## config.mk

```make
export PLATFORM = sky130hd
export DESIGN_NAME = mem_arbiter
export DESIGN_NICKNAME = d
export VERILOG_FILES = /design/src/rtl/cpu_types_pkg.sv /design/src/rtl/rr_pick2.sv /design/src/rtl/mem_arbiter.sv
export SDC_FILE = /design/constraint.sdc
export NUM_CORES = 1
export LEC_CHECK = 0
export BUFFER_PORTS_ARGS = -buffer_cell sky130_fd_sc_hd__buf_2
export CAP_MARGIN = 30
export CORE_AREA = 2 2 168 170
export DETAILED_ROUTE_END_ITERATION = 8
export DIE_AREA = 0 0 170 172
export SYNTH_ARGS = -nofsm -noshare
export SYNTH_HDL_FRONTEND = slang
export SYNTH_SLANG_ARGS = --single-unit
```

## constraint.sdc

```tcl
create_clock -name CLK -period 2.3 [get_ports CLK]
set_clock_uncertainty 0.05 [all_clocks]
set_input_delay 0.115 -clock CLK [delete_from_list [all_inputs] [get_ports CLK]]
set_output_delay 0.115 -clock CLK [all_outputs]
set_load 0.005 [all_outputs]
```

## src/rtl/cpu_types_pkg.sv

```systemverilog
// Shared CPU/memory types: RAM status plus the memory arbiter's state and grant-source encodings.
package cpu_types_pkg;

    typedef enum logic [1:0] {FREE, BUSY, ACCESS, ERROR} ramstate_t;

    typedef enum logic [1:0] {ARB_IDLE, ARB_ISERVE, ARB_DSERVE} arbstate_t;

    typedef enum logic {SRC_I, SRC_D} arbsrc_t;

endpackage

```

## src/rtl/rr_pick2.sv

```systemverilog
// Two-way combinational picker: the requester named by ptr wins if it is asking,
// otherwise the other one does.
module rr_pick2 (
    input  logic [1:0] req,
    input  logic       ptr,
    output logic       win,
    output logic       vld
);

    assign vld = |req;
    assign win = req[ptr] ? ptr : ~ptr;

endmodule

```

## src/rtl/mem_arbiter.sv

```systemverilog
// Two-CPU arbiter for the shared RAM port; dcache beats are locked as one two-word grant.
// Define ARB_ROUND_ROBIN_EN to rotate CPU priority; otherwise CPU0 always wins ties.
module mem_arbiter
    import cpu_types_pkg::*;
#(
    parameter int LOCK_HOLD = 2,
    parameter int CPUS      = 2
) (
    input  logic                      CLK,
    input  logic                      RST,
    input  logic [CPUS-1:0]           iREN,
    input  logic [CPUS-1:0][31:0]     iaddr,
    input  logic [CPUS-1:0]           dREN,
    input  logic [CPUS-1:0]           dWEN,
    input  logic [CPUS-1:0][31:0]     daddr,
    input  logic [CPUS-1:0][31:0]     dstore,
    output logic [CPUS-1:0]           iwait,
    output logic [CPUS-1:0]           dwait,
    output logic [CPUS-1:0][31:0]     iload,
    output logic [CPUS-1:0][31:0]     dload,
    output logic                      ramREN,
    output logic                      ramWEN,
    output logic [31:0]               ramaddr,
    output logic [31:0]               ramstore,
    input  logic [31:0]               ramload,
    input  ramstate_t                 ramstate
);

    localparam int HW = $clog2(LOCK_HOLD + 1);

    arbstate_t       state, state_nx;
    arbsrc_t         gsrc, gsrc_nx;
    logic            gcpu, gcpu_nx;
    logic            beat, beat_nx;
    logic [HW-1:0]   holdcnt, holdcnt_nx;
    logic            rr;
    logic [1:0]      dreq;
    logic            d_win, d_vld, i_win, i_vld;
    logic            g_req, g_acc, hold_last;

    assign dreq = dREN | dWEN;

    rr_pick2 u_dpick (.req(dreq), .ptr(rr), .win(d_win), .vld(d_vld));
    rr_pick2 u_ipick (.req(iREN), .ptr(rr), .win(i_win), .vld(i_vld));

    // Live request of whoever currently holds the grant
    assign g_req     = (gsrc == SRC_D) ? dreq[gcpu] : iREN[gcpu];
    assign g_acc     = g_req && (ramstate == ACCESS);
    assign hold_last = (int'(holdcnt) + 1 >= LOCK_HOLD);

    always_ff @(posedge CLK or posedge RST) begin
        if (RST) begin
            state   <= ARB_IDLE;
            gsrc    <= SRC_D;
            gcpu    <= 1'b0;
            beat    <= 1'b0;
            holdcnt <= '0;
        end else begin
            state   <= state_nx;
            gsrc    <= gsrc_nx;
            gcpu    <= gcpu_nx;
            beat    <= beat_nx;
            holdcnt <= holdcnt_nx;
        end
    end

`ifdef ARB_ROUND_ROBIN_EN
    // Priority flips only when a grant finishes normally, not when it is abandoned
    logic fin;
    assign fin = ((state == ARB_ISERVE) && g_acc) ||
                 ((state == ARB_DSERVE) && beat && (g_acc || (!g_req && hold_last)));

    always_ff @(posedge CLK or posedge RST) begin
        if (RST)      rr <= 1'b0;
        else if (fin) rr <= ~rr;
    end
`else
    assign rr = 1'b0;
`endif

    always_comb begin
        state_nx   = state;
        gsrc_nx    = gsrc;
        gcpu_nx    = gcpu;
        beat_nx    = beat;
        holdcnt_nx = holdcnt;
        case (state)
            ARB_IDLE: begin
                if (d_vld) begin
                    state_nx = ARB_DSERVE;
                    gsrc_nx  = SRC_D;
                    gcpu_nx  = d_win;
                    beat_nx  = 1'b0;
                end else if (i_vld) begin
                    state_nx = ARB_ISERVE;
                    gsrc_nx  = SRC_I;
                    gcpu_nx  = i_win;
                end
            end
            ARB_ISERVE: begin
                if (g_acc || !g_req) state_nx = ARB_IDLE;
            end
            ARB_DSERVE: begin
                if (!beat) begin
                    if (g_acc) begin
                        beat_nx    = 1'b1;
                        holdcnt_nx = '0;
                    end else if (!g_req) begin
                        state_nx = ARB_IDLE;
                    end
                end else if (g_acc) begin
                    state_nx = ARB_IDLE;
                end else if (!g_req) begin
                    // Lock window between beats; give the RAM back once it runs out
                    if (hold_last) state_nx = ARB_IDLE;
                    else           holdcnt_nx = holdcnt + 1'b1;
                end
            end
            default: state_nx = ARB_IDLE;
        endcase
    end

    always_comb begin
        iwait    = '1;
        dwait    = '1;
        ramREN   = 1'b0;
        ramWEN   = 1'b0;
        ramaddr  = '0;
        ramstore = '0;
        case (state)
            ARB_ISERVE: begin
                ramREN      = iREN[gcpu];
                ramaddr     = iaddr[gcpu];
                iwait[gcpu] = ~g_acc;
            end
            ARB_DSERVE: begin
                ramWEN      = dWEN[gcpu];
                ramREN      = dREN[gcpu] & ~dWEN[gcpu];
                ramaddr     = daddr[gcpu];
                ramstore    = dstore[gcpu];
                dwait[gcpu] = ~g_acc;
            end
            default: ;
        endcase
    end

    assign iload = {CPUS{ramload}};
    assign dload = {CPUS{ramload}};

endmodule

```

# Yosys cells after proc, flatten, opt, wreduce, memory -nomap -nowiden
# Cells that the tools add are included.
[totals] input_bits=234 regBits=7 elab_cells=91 out_inout_bits=198
[classes] magnitude_cmp=3 n_reduce_logical=14 addsub=2 n_bitwise=6 muxes=48 eq_ne=13
[ops] operator="$mux 32" count=7
[ops] operator="$pmux 32 s2" count=1
[ops] operator="$mux 2" count=16
[ops] operator="$mux 1" count=20
[ops] operator="$ne 3x3->1 const B" count=4
[ops] operator="$ne 2x2->1 const B" count=4
[ops] operator="$pmux 2 s3" count=1
[ops] operator="$reduce_and 6->1" count=1
[ops] operator="$reduce_bool 2->1" count=3
[ops] operator="$reduce_and 5->1" count=1
[ops] operator="$eq 2x2->1 const B" count=2
[ops] operator="$ne 4x4->1 const B" count=1
[ops] operator="$or 2x2->2" count=2
[ops] operator="$pmux 1 s2" count=2
[ops] operator="$reduce_and 2->1" count=2
[ops] operator="$reduce_or 2->1" count=2
[ops] operator="$add 2x1->3 const B" count=1
[ops] operator="$ge 3x2->1 const B" count=1
[ops] operator="$add 2x1->2 const B" count=1
[ops] operator="$eq 2x1->1 const B" count=1
[ops] operator="$logic_and 1x1->1" count=2
[ops] operator="$logic_not 2->1" count=1
[ops] operator="$lt 1x2->1 const B" count=1
[ops] operator="$ne 2x1->1 const B" count=1
[ops] operator="7 further kinds" count=8

# Logic depth before layout (Yosys ltp)
# Gate-level depths: netlist (run 1).
[logic_depth] depth_word=8 depth_mapped=10

# By module
# A second synthesis (run 1) with hierarchy kept.
[unflattened] cells_unflattened=420 hier_area_um2=3388.2
[by_module_without_submodules] module="mem_arbiter" area_each_um2=3348.2 n_inst=1 cells_per_inst=414
[by_module_without_submodules] module="rr_pick2" area_each_um2=20.0 n_inst=2 cells_per_inst=3

# Worst setup path after synthesis (run 1)
# No wires, ideal clock.
[synth_path] path_kind="flip-flop to flip-flop" startpoint="reg gsrc" endpoint="reg state[1]" n_path_buf=0 synth_period_minus_slack_ns=2.225 path_slack_ns=0.075 path_stages_with_launch=10 arrival_time_ns=2.050 cell_sequence="dfstp_2 > or4bb_1 > o211ai_2 > nor2_1 > inv_1 > ha_1 > and3_1 > a31oi_1 > o31ai_2 > mux2_4"
[synth_between] elab_chain_cells=5 elab_cells_between_ends=13
[synth_rtl] element="from (decl)" line_no="mem_arbiter.sv:32" source="arbsrc_t gsrc, gsrc_nx;"
[synth_rtl] element="from (signal assigned)" line_no="mem_arbiter.sv:60" source="gsrc <= gsrc_nx;"
[synth_rtl] element="$mux 1 *" line_no="mem_arbiter.sv:47" source="assign g_req = (gsrc == SRC_D) ? dreq[gcpu] : iREN[gcpu];"
[synth_rtl] element="$logic_and 1x1->1 or $logic_not 1->1 (tied branches)"
[synth_rtl] element="$mux 2 or $logic_or 1x1->1 (tied branches)" line_no="mem_arbiter.sv:111, mem_arbiter.sv:101"
[synth_rtl] element="$mux 2 or $ne 2x2->1 (tied branches)"
[synth_rtl] element="$pmux 2 s3 or $reduce_and 6->1 (tied branches)"
[synth_rtl] element="to (signal assigned)" line_no="mem_arbiter.sv:59" source="state <= state_nx;"
[synth_rtl] element="to (decl)" line_no="mem_arbiter.sv:31" source="arbstate_t state, state_nx;"
# Every way passes the cells marked *; elsewhere a longest branch is shown, timed or not.
# A chain may end at the register's enable or synchronous reset.

# Worst setup path after layout (run 1)
[layout_path] startpoint="reg gcpu" endpoint="reg state[1]"
[layout_between] elab_chain_cells=7 elab_cells_between_ends=17
[layout_rtl] element="from (decl)" line_no="mem_arbiter.sv:33" source="logic gcpu, gcpu_nx;"
[layout_rtl] element="from (signal assigned)" line_no="mem_arbiter.sv:61" source="gcpu <= gcpu_nx;"
[layout_rtl] element="$mux 1 (not written as such) (2 in series)" line_no="mem_arbiter.sv:47"
[layout_rtl] element="$mux 1 *" line_no="mem_arbiter.sv:47"
[layout_rtl] element="$logic_and 1x1->1 or $logic_not 1->1 (tied branches)"
[layout_rtl] element="$mux 2 or $logic_or 1x1->1 (tied branches)" line_no="mem_arbiter.sv:111, mem_arbiter.sv:101"
[layout_rtl] element="$mux 2 or $ne 2x2->1 (tied branches)"
[layout_rtl] element="$pmux 2 s3 or $reduce_and 6->1 (tied branches)"
# Every way passes the cells marked *; elsewhere a longest branch is shown, timed or not. The select of a mux whose other input is x is not followed.

==> impl_results.md, run 1 <==
- CTS tree: built
- Unique masters post-synth: 32
- Worst Setup Start Kind: flop
- Antenna violations before repair: 0
- Syn. warnings: 0
- Clock transition at path regs: approximately 0.040 ns
- Core Region: between 20000 and 30000 µm²
- Setup TNS: 0 ns
- Fin crit share: between 90 and 100%
- Worst Tran Pin Value: approximately 0.64 ns
- Total grt overflow: 0
- WL per Instance: ~13 µm
- Maximum capacitance violations: 0
- Cell Area, Synth: approximately 3400 µm²
- Largest family of logic cells by synthesized area: multiplexers
- Area post-placement: between 4000 and 5000 µm²
- Util after Layout: 15.7%
- CTS Root Buffer Type: clkbuf_16
- Synth async-reset ratio: 100%
- Hold crit path type: in -> reg
- Final WL: about 11 mm
- Status: complete, no violations
- Worst R2R Setup Slack: 0.07 ns
- Arr. time, crit path: 2.30 ns
- FP Rows: 61
- # nets final: about 790
- Worst hold stages: 3
- IO buf count: roughly 270
- Worst VDD drop: roughly 0.88 mV
- EDFF count, synth: 0
- Mapped Avg Cell Area: a little over 8 µm²
- Largest net degree at the start of global routing: between 50 and 60
- CP Capture Point: state[1]
- Fmax: 449 MHz
- Global-route wire length before repair: 15.2 mm
- Worst setup path start: gcpu
- Crit Path Max Fanout: 6
- Vias: approximately 3200
- # IOs: 432
- Average vias per placed instance: between 3 and 4
- Sink Count: 7
- Post-synthesis mux area share: around 33%
- Share of layout cells above drive strength 1: 65.9%
- Post-synthesis sequential area ratio: 5.26%
- H-tree depth: 1
- Synthesized-area fraction occupied by adder cells: 2.24%
- Initial Util: about an eighth
- Reg-to-reg startpoint: gcpu
- ANT nets after route: 0
- Lkg Pwr: roughly 2.1 nW
- Complex-gate fraction of the synthesized area: about a tenth
- Pwr per Cell Area: 858 nW/µm²
- Final setup violation count: 0
- Unrepaired setup endpoints after global routing: false
- Detailed Routing Iterations Pass 1: 4
- Die width: 170 µm
- Top cell type's share of synthesized area: 29.1%
- Worst Reg-to-Reg Cells: 9
- Full die area: a little under 30000 µm²
- Reg-to-reg critical path endpoint: state[1]
- Area contributors post-synth: buf_4 (29%), mux2_2 (22%), nor2b_1 (13%)
- Mapped Nets: around 650
- Total global-route track usage: roughly 6.6%
- Most common cell after layout, fill and taps aside: buf_2
- Iteration-0 DRC Markers: 80
- Synth-to-layout area growth: 28.4%
- CTS buffer count: 3
- Final hold violation count: 0
- Max-slew violations: 0
- Post-DP HPWL: 9.40 mm
- Synth Flop Type: dfrtp_1
- Die Y: about 170 µm
- Simple-gate portion of the synthesized area: between 10% and 20%
- Cell accounting for the most synthesized area: buf_4
- Yosys reg bits: 7
- Synth Area in XOR/XNOR: 0%
- Total chip power: between 3 and 4 mW
- DRC: 0
- Crit. End Element: flop
- Worst skew pair latency: roughly 0.24 ns
- Worst path required time: between 2 and 2.5 ns
- Ant diodes: 0
- Fin area: around 4300 µm²
- Mapped Cells: ~410
- Routability cong.: 0.814
- Max_slew headroom: 57.2%
- Setup CP Type: reg -> reg
- Min Tclk post-route: ~2.2 ns
- Commonest non-fill, non-tap cells in the layout: buf_2 (271), nor2b_1 (67), mux2_2 (65)
- Number of global-route vias before repair: roughly 2800
- CTS max path bufs: 2
==> cell type report <==
type	instances	area (µm²)
Timing Repair Buffer	284	1500
Tap cell	346	433
Clock buffer	4	78.8
Sequential cell	7	180
Multi-Input combinational cell	242	2070
Fill cell	3124	23200
Inverter	9	33.8
==> cells by family after synthesis <==
group           count (synthesis)
compound gates                 45
simple gates                   88
buf+inv                       164
mux                           103
fa+ha+maj                       6
flops                           7
==> critical path: stages, from the launching register on <==
cell      delay (ns)
dfrtp_4         0.50
or4b_4          0.54
o211ai_2        0.09
nor2_2          0.07
inv_1           0.08
ha_1            0.14
and3_1          0.15
a31oi_1         0.05
o31ai_2         0.12
mux2_4          0.33
==> layer usage <==
| metal | GRT usage, % | wire length, µm | up-vias |
|---|---|---|---|
| met4 | 2.64 | 353 | 0 |
| met2 | 10.7 | 5170 | 203 |
| li1 | - | - | 1555 |
| met5 | 0 | 0 | - |
| met1 | 8.23 | 4510 | 1399 |
| met3 | 2.04 | 1180 | 44 |
==> what timing repair did <==
| item | 4_1_cts | 5_1_grt |
|---|---|---|
| endpoints found under the hold margin | 6 | 0 |
| hold buffers | 1 | 0 |
| endpoints found under the setup margin | 0 | 8 |
| resized for setup | 0 | 2 |
| setup buffers | 0 | 3 |
==> sequential cells by signal (all words and copies together), names as in the netlist <==
signal	cells
beat	1
gcpu	1
gsrc	1
holdcnt	2
state	2
==> report_power, final <==
part / total (mW) / switching (mW) / internal (mW)
combinational: 3.16 / 1.47 / 1.69
clock: 0.308 / 0.0759 / 0.232
sequential: 0.229 / 0.0436 / 0.185
==> how the worst min path moves through the flow <==
stage	startpoint	slack, ns	endpoint
finish	dREN[0]	0.15	gcpu
global route	ramload[30]	0.18	dload[30]
CTS	dREN[0]	0.14	gcpu
detailed placement	RST	0.03	holdcnt[0]
global placement	RST	0.03	gcpu
floorplan	RST	-0.13	beat
==> cells in the mapped netlist (all sizes together), types with 4 or more instances <==
cell type,number
clkbuf,18
mux2i,37
dfrtp,6
nor2,4
buf,137
mux2,66
a22oi,33
ha,6
nor2b,67
nand2,6
inv,9
==> per-stage QoR <==
step	instances	worst slack, ns	hold slack, ns
floorplan	413	0.0751	-0.132
global placement	884	0.0573	0.0331
detailed placement	884	0.0428	0.0316
CTS	889	0.0105	0.141
global route	892	0.00141	0.180
finish	892	0.0713	0.148
Note: power is estimated with default switching activity, not from simulation.
==> run 2: changes to the inputs <==
Settings changed: MAX_ROUTING_LAYER from default to met4.
==> run 2 against run 1 <==
Net effect: sequential share of layout area did not move; combinational power about the same; sequential power about the same; critical path type unchanged; critical endpoint unchanged; largest cell class unchanged.
==> impl_results.md, run 2 (synthesis gave the netlist of run 1 again) <==
- Synth-to-layout area growth: 28.4% (unchanged)
- Total chip power: 3.70 mW (about the same)
- Clock share of power: 8.3% (about the same)
- Non-filler cells, final: 892 (unchanged)
- Comb pwr share: 85.5% (about the same)
- Inst Count DP: 884 (unchanged)
- # IOs: 432 (unchanged)
- Full die area: 29200 µm² (unchanged)
- P_sw: 1.59 mW (about the same)
- ANT nets after route: 0 (unchanged)
- Final setup violation count: 0 (unchanged)
- Final hold slack: 0.149 ns (was 0.148 ns)
- Final WL: 11.2 mm (about the same)
- Core Region: 27500 µm² (unchanged)
- Min Tclk post-route: 2.23 ns (about the same)
- Die width: 170 µm (unchanged)
- # nets final: 787 (unchanged)
- CTS tree: built (unchanged)
- Worst skew pair latency: 0.24 ns (about the same)
- Largest regs: holdcnt x2, state x2 (unchanged)
- Commonest non-fill, non-tap cells in the layout: buf_2 (271), nor2b_1 (67), mux2_2 (65) (unchanged)
- CTS Root Buffer Type: clkbuf_16 (unchanged)
- WL per Instance: 12.6 µm (about the same)
- Unrepaired setup endpoints after global routing: false (unchanged)
- Clock transition at path regs: 0.04 ns (about the same)
- Lkg Pwr: 2.11 nW (unchanged)
- Setup TNS: 0 ns (unchanged)
- Worst path required time: 2.37 ns (about the same)
- Detailed Routing Iterations Pass 1: 4 (unchanged)
- Ant diodes: 0 (unchanged)
- Total grt overflow: 0 (unchanged)
- Post-DP HPWL: 9.40 mm (unchanged)
- Status: complete, no violations (unchanged)
- Share of layout cells above drive strength 1: 65.9% (unchanged)
- Worst Tran Pin Value: 0.651 ns (was 0.642 ns)
- Iteration-0 DRC Markers: 76 (was 80)
- Worst Setup Start Kind: flop (unchanged)
- FP Rows: 61 (unchanged)
- Flop pwr share: 6.2% (about the same)
- Number of global-route vias before repair: 2856 (was 2849)
- Average vias per placed instance: 3.62 (was 3.59)
- Arr. time, crit path: 2.30 ns (about the same)
- Net Sw Frac: 43.0% (about the same)
- Area post-placement: 4190 µm² (unchanged)
- IO buf count: 271 (unchanged)
- Vias: 3229 (was 3201)
- Antenna violations before repair: 0 (unchanged)
- CTS buffer count: 3 (unchanged)
- Crit Path Max Fanout: 6 (unchanged)
- Most common cell after layout, fill and taps aside: buf_2 (unchanged)
- Global-route wire length before repair: 15.2 mm (about the same)
- Fmax: 449 MHz (about the same)
- Hold crit path type: in -> reg (unchanged)
- Final hold violation count: 0 (unchanged)
- Die Y: 172 µm (unchanged)
- Worst VDD drop: 0.888 mV (was 0.883 mV)
- H-tree depth: 1 (unchanged)
- Fin area: 4300 µm² (unchanged)
- Pwr per Cell Area: 859 nW/µm² (was 858 nW/µm²)
- Fin crit share: 96.8% (was 96.9%)
- Routability cong.: 0.826 (was 0.814)
- Util after Layout: 15.7% (unchanged)
- Max_slew headroom: 56.6% (was 57.2%)
- Pre-CTS setup slack: 0.0428 ns (unchanged)
- Sink Count: 7 (unchanged)
- Crit. End Element: flop (unchanged)
- Internal Power: 2.11 mW (about the same)
- Max-slew violations: 0 (unchanged)
- DRC: 0 (unchanged)
- Setup CP Type: reg -> reg (unchanged)
- Post-route setup slack: 0.0741 ns (was 0.0713 ns)
- CTS max path bufs: 2 (unchanged)
- Total global-route track usage: 6.80% (was 6.62%)
- Largest net degree at the start of global routing: 58 (unchanged)
- Maximum capacitance violations: 0 (unchanged)
- Initial Util: 12.2% (unchanged)
[run 2: cell counts in the layout (fill, tap and decap cells not counted)]
Identical to the previous run, type by type.
[run 2: power by group through the flow]
stage	clock network, mW	logic, mW	registers (mW)
2_1_floorplan	0	2.26	0.202
3_3_place_gp	0	3.09	0.239
3_5_place_dp	0	3.13	0.243
4_1_cts	0.311	3.15	0.242
5_1_grt	0.315	3.49	0.238
6_report	0.307	3.16	0.229
[run 2: path summary, 6_finish.rpt]
kind / from / to / slack [ns] / cells past startpoint
worst max-delay path: gcpu / state[1] / 0.07 / 9
worst min-delay path: dREN[0] / gcpu / 0.15 / 3
worst max register to register: gcpu / state[1] / 0.07 / 9
worst min register to register: holdcnt[1] / holdcnt[1] / 0.47 / 2
max in group asynchronous: RST / gsrc / 1.60 / 3
min in group asynchronous: RST / state[1] / 0.32 / 3
[run 2: cell type report]
| cell class | instances | area (µm²) |
|---|---|---|
| Fill cell | 3124 | 23200 |
| Multi-Input combinational cell | 242 | 2070 |
| Timing Repair Buffer | 284 | 1500 |
| Tap cell | 346 | 433 |
| Sequential cell | 7 | 180 |
| Clock buffer | 4 | 78.8 |
| Inverter | 9 | 33.8 |
[run 2: metal layers]
layer	vias up	wire (µm)	global-route usage (%)
li1	1555	-	-
met4	0	350	2.64
met1	1421	4520	8.25
met2	209	5200	10.7
met5	-	0	-
met3	44	1150	1.99
[run 2: what timing repair did]
item / in CTS / in global routing
gates resized for setup: 0 / 2
endpoints found under the setup margin: 0 / 8
hold buffers: 1 / 0
endpoints found under the hold margin: 6 / 0
setup buffers: 0 / 3
[run 2: worst max-delay path, stage by stage (launching register included)]
cell	delay [ns]
dfrtp_4	0.50
or4b_4	0.54
o211ai_2	0.09
nor2_2	0.07
inv_1	0.08
ha_1	0.14
and3_1	0.15
a31oi_1	0.05
o31ai_2	0.12
mux2_4	0.33
==> run 3: changes to the inputs <==
Settings changed: CORE_AREA 2 2 168 170 to 4 4 166 168, SYNTH_HIERARCHICAL from default to 1.
==> run 3 against run 2 <==
Net effect: sequential cell count did not move; highest routed layer unchanged; largest power group unchanged; clock power fell by 2%; cell count fell by 1.0%; synthesized cell count rose by 1.7%; critical path type is now reg -> out.
==> impl_results.md, run 3 <==
- Top cell type's share of synthesized area: 29.0% (was 29.1%)
- Final WL: 11.5 mm (was 11.2 mm)
- Crit Path Max Fanout: 102 (was 6)
- IO buf count: 271 (unchanged)
- Mapped Avg Cell Area: 8.07 µm² (was 8.12 µm²)
- EDFF count, synth: 0 (unchanged)
- Core Region: 25900 µm² (was 27500 µm²)
- Fin crit share: 98.7% (was 96.8%)
- DRC: 0 (unchanged)
- Number of global-route vias before repair: 3009 (was 2856)
- Setup CP Type: reg -> out (was reg -> reg)
- Pre-CTS setup slack: 0.100 ns (was 0.0428 ns)
- Die Y: 172 µm (unchanged)
- Worst VDD drop: 0.604 mV (was 0.888 mV)
- Cell Area, Synth: 3390 µm² (was 3350 µm²)
- Most frequent cell after synthesis: buf_4 (unchanged)
- P_sw: 1.54 mW (was 1.59 mW)
- Full die area: 29200 µm² (unchanged)
- Total global-route track usage: 6.81% (was 6.80%)
- Worst R2R Setup Slack: 0.11 ns (was 0.07 ns)
- Synth async-reset ratio: 100% (unchanged)
- Crit. End Element: output port (was flop)
- Fill cell count: 2943 (was 3124)
- Post-route setup slack: 0.0290 ns (was 0.0741 ns)
- Max_slew headroom: 56.9% (was 56.6%)
- CTS max path bufs: 2 (unchanged)
- Fmax: 440 MHz (was 449 MHz)
- WL per Instance: 13.0 µm (was 12.6 µm)
- Sink Count: 7 (unchanged)
- Lkg Pwr: 2.11 nW (about the same)
- Vias: 3136 (was 3229)
- Most common cell after layout, fill and taps aside: buf_2 (unchanged)
- ANT nets after route: 0 (unchanged)
- Die width: 170 µm (unchanged)
- Commonest non-fill, non-tap cells in the layout: buf_2 (271), nor2b_1 (66), mux2_2 (65) (was buf_2 (271), nor2b_1 (67), mux2_2 (65))
- Area contributors post-synth: buf_4 (29%), mux2_2 (22%), nor2b_1 (12%) (was buf_4 (29%), mux2_2 (22%), nor2b_1 (13%))
- Area of the multi-input gates: 2100 µm² (was 2070 µm²)
- Clock share of power: 8.5% (was 8.3%)
- Pwr per Cell Area: 832 nW/µm² (was 859 nW/µm²)
- Share of layout cells above drive strength 1: 64.6% (was 65.9%)
- CTS tree: built (unchanged)
- Worst skew pair latency: 0.23 ns (was 0.24 ns)
- Detailed Routing Iterations Pass 1: 4 (unchanged)
- Cell accounting for the most synthesized area: buf_4 (unchanged)
- CTS buffer count: 3 (unchanged)
- Post-synthesis sequential area ratio: 5.21% (was 5.26%)
- Synth Flop Type: dfrtp_1 (unchanged)
- Worst Setup Start Kind: flop (unchanged)
- H-tree depth: 1 (unchanged)
- Total grt overflow: 0 (unchanged)
- Unique masters post-synth: 32 (unchanged)
- # nets final: 789 (was 787)
- Unrepaired setup endpoints after global routing: false (unchanged)
- Commonest cells post-synth: buf_4 (131), nor2b_1 (66), mux2_2 (65), mux2i_1 (40), a22oi_1 (33) (was buf_4 (130), nor2b_1 (67), mux2_2 (65), mux2i_1 (37), a22oi_1 (33))
- Worst path required time: 2.13 ns (was 2.37 ns)
- Comb pwr share: 85.0% (was 85.5%)
- FP Rows: 59 (was 61)
- Routability cong.: 0.724 (was 0.826)
- Post-DP HPWL: 9.64 mm (was 9.40 mm)
- Synth-to-layout area growth: 26.3% (was 28.4%)
- Maximum capacitance violations: 0 (unchanged)
- CTS Root Buffer Type: clkbuf_16 (unchanged)
- Flop pwr share: 6.5% (was 6.2%)
- Global-route wire length before repair: 15.6 mm (was 15.2 mm)
- Internal Power: 2.02 mW (was 2.11 mW)
- Largest regs: holdcnt x2, state x2 (unchanged)
- Status: complete, no violations (unchanged)
- Initial Util: 13.1% (was 12.2%)
- Arr. time, crit path: 2.11 ns (was 2.30 ns)
- Hold crit path type: in -> out (was in -> reg)
- Final hold violation count: 0 (unchanged)
- # IOs: 432 (unchanged)
- Setup bufs post-CTS: 0 (unchanged)
- Ant diodes: 0 (unchanged)
- Iteration-0 DRC Markers: 40 (was 76)
- Syn. warnings: 6 (was 0)
- Largest net degree at the start of global routing: 103 (was 58)
- Average vias per placed instance: 3.55 (was 3.62)
- Register Area: 180 µm² (unchanged)
- Final setup violation count: 0 (unchanged)
- Worst Tran Pin Value: 0.647 ns (was 0.651 ns)
- Yosys reg bits: 7 (unchanged)
- Min Tclk post-route: 2.27 ns (was 2.23 ns)
- Setup TNS: 0 ns (unchanged)
- Mapped Cells: 420 (was 413)
- Max-slew violations: 0 (unchanged)
- Antenna violations before repair: 0 (unchanged)
- Net Sw Frac: 43.1% (was 43.0%)
- Clock transition at path regs: 0.04 ns (about the same)
==> run 3: changes by cell type after synthesis, moves of 2 or more <==
| cell | delta |
|---|---|
| or2_2 | +2 |
| mux2i_1 | +3 |
| or2_1 | +2 |
| nand2_1 | +4 |
| inv_1 | +2 |
| a22o_1 | +2 |
| a21oi_1 | -2 |
| clkbuf_1 | -3 |
| nor2_1 | -2 |
==> run 3: power by group through the flow <==
stage / clock network [mW] / logic (mW) / registers, mW
floorplan: 0 / 2.26 / 0.201
global route: 0.311 / 3.38 / 0.238
CTS: 0.307 / 3.09 / 0.228
finish: 0.302 / 3.03 / 0.231
global placement: 0 / 3.04 / 0.224
detailed placement: 0 / 3.07 / 0.230
==> run 3: metrics by stage <==
stage	hold WS [ns]	total power, mW	cells	cell area (µm²)	util [%]
2_1_floorplan	-0.132	2.46	421	3390	-
3_3_place_gp	0.0170	3.27	878	4180	16.1
3_5_place_dp	0.0225	3.30	878	4180	16.1
4_1_cts	0.180	3.63	883	4260	16.5
5_1_grt	0.180	3.93	883	4280	16.5
6_report	0.180	3.56	883	4280	16.5
==> run 3: timing repair <==
action	CTS	global route
hold endpoints to repair	6	0
setup endpoints to repair	0	3
hold buffers	1	0
resized for setup	0	3
==> run 3: final timing paths <==
| path | start | end | depth (start not counted) |
|---|---|---|---|
| max | gcpu | ramaddr[12] | 5 |
| min | ramload[24] | iload[24] | 0 |
| max reg2reg | gcpu | holdcnt[0] | 8 |
| min reg2reg | holdcnt[1] | holdcnt[1] | 2 |
| max in group asynchronous | RST | gsrc | 3 |
| min in group asynchronous | RST | gcpu | 3 |
==> run 3: layout make-up <==
cell class,count,area share (%)
Multi-Input combinational cell,248,49.1
Timing Repair Buffer,278,34.0
Tap cell,335,9.80
Sequential cell,7,4.21
Clock buffer,4,1.84
Inverter,11,0.965
==> run 3: worst max-delay path: stages, from the launching register on <==
cell and delay, ns:
dfrtp_4 0.45, buf_16 0.34, mux2_2 0.41, a22oi_1 0.25, nor2b_1 0.07, buf_2 0.13
==> run 3: cells by family after synthesis <==
| family | Yosys count | synth area share, % |
|---|---|---|
| DFF | 7 | 5.21 |
| AOI/OAI and AO/OA | 43 | 9.71 |
| other | 1 | 0.111 |
| and+or+nand+nor | 92 | 16.1 |
| muxes | 105 | 33.4 |
| buffers and inverters | 166 | 33.2 |
| adders and majority gates | 6 | 2.22 |
==> run 3: routing by layer <==
layer	vias to the layer above	wire length [µm]	track usage [%]
li1	1558	-	-
met1	1285	3840	6.54
met2	230	5570	12.8
met3	63	1620	2.15
met4	0	425	2.53
met5	-	0	-
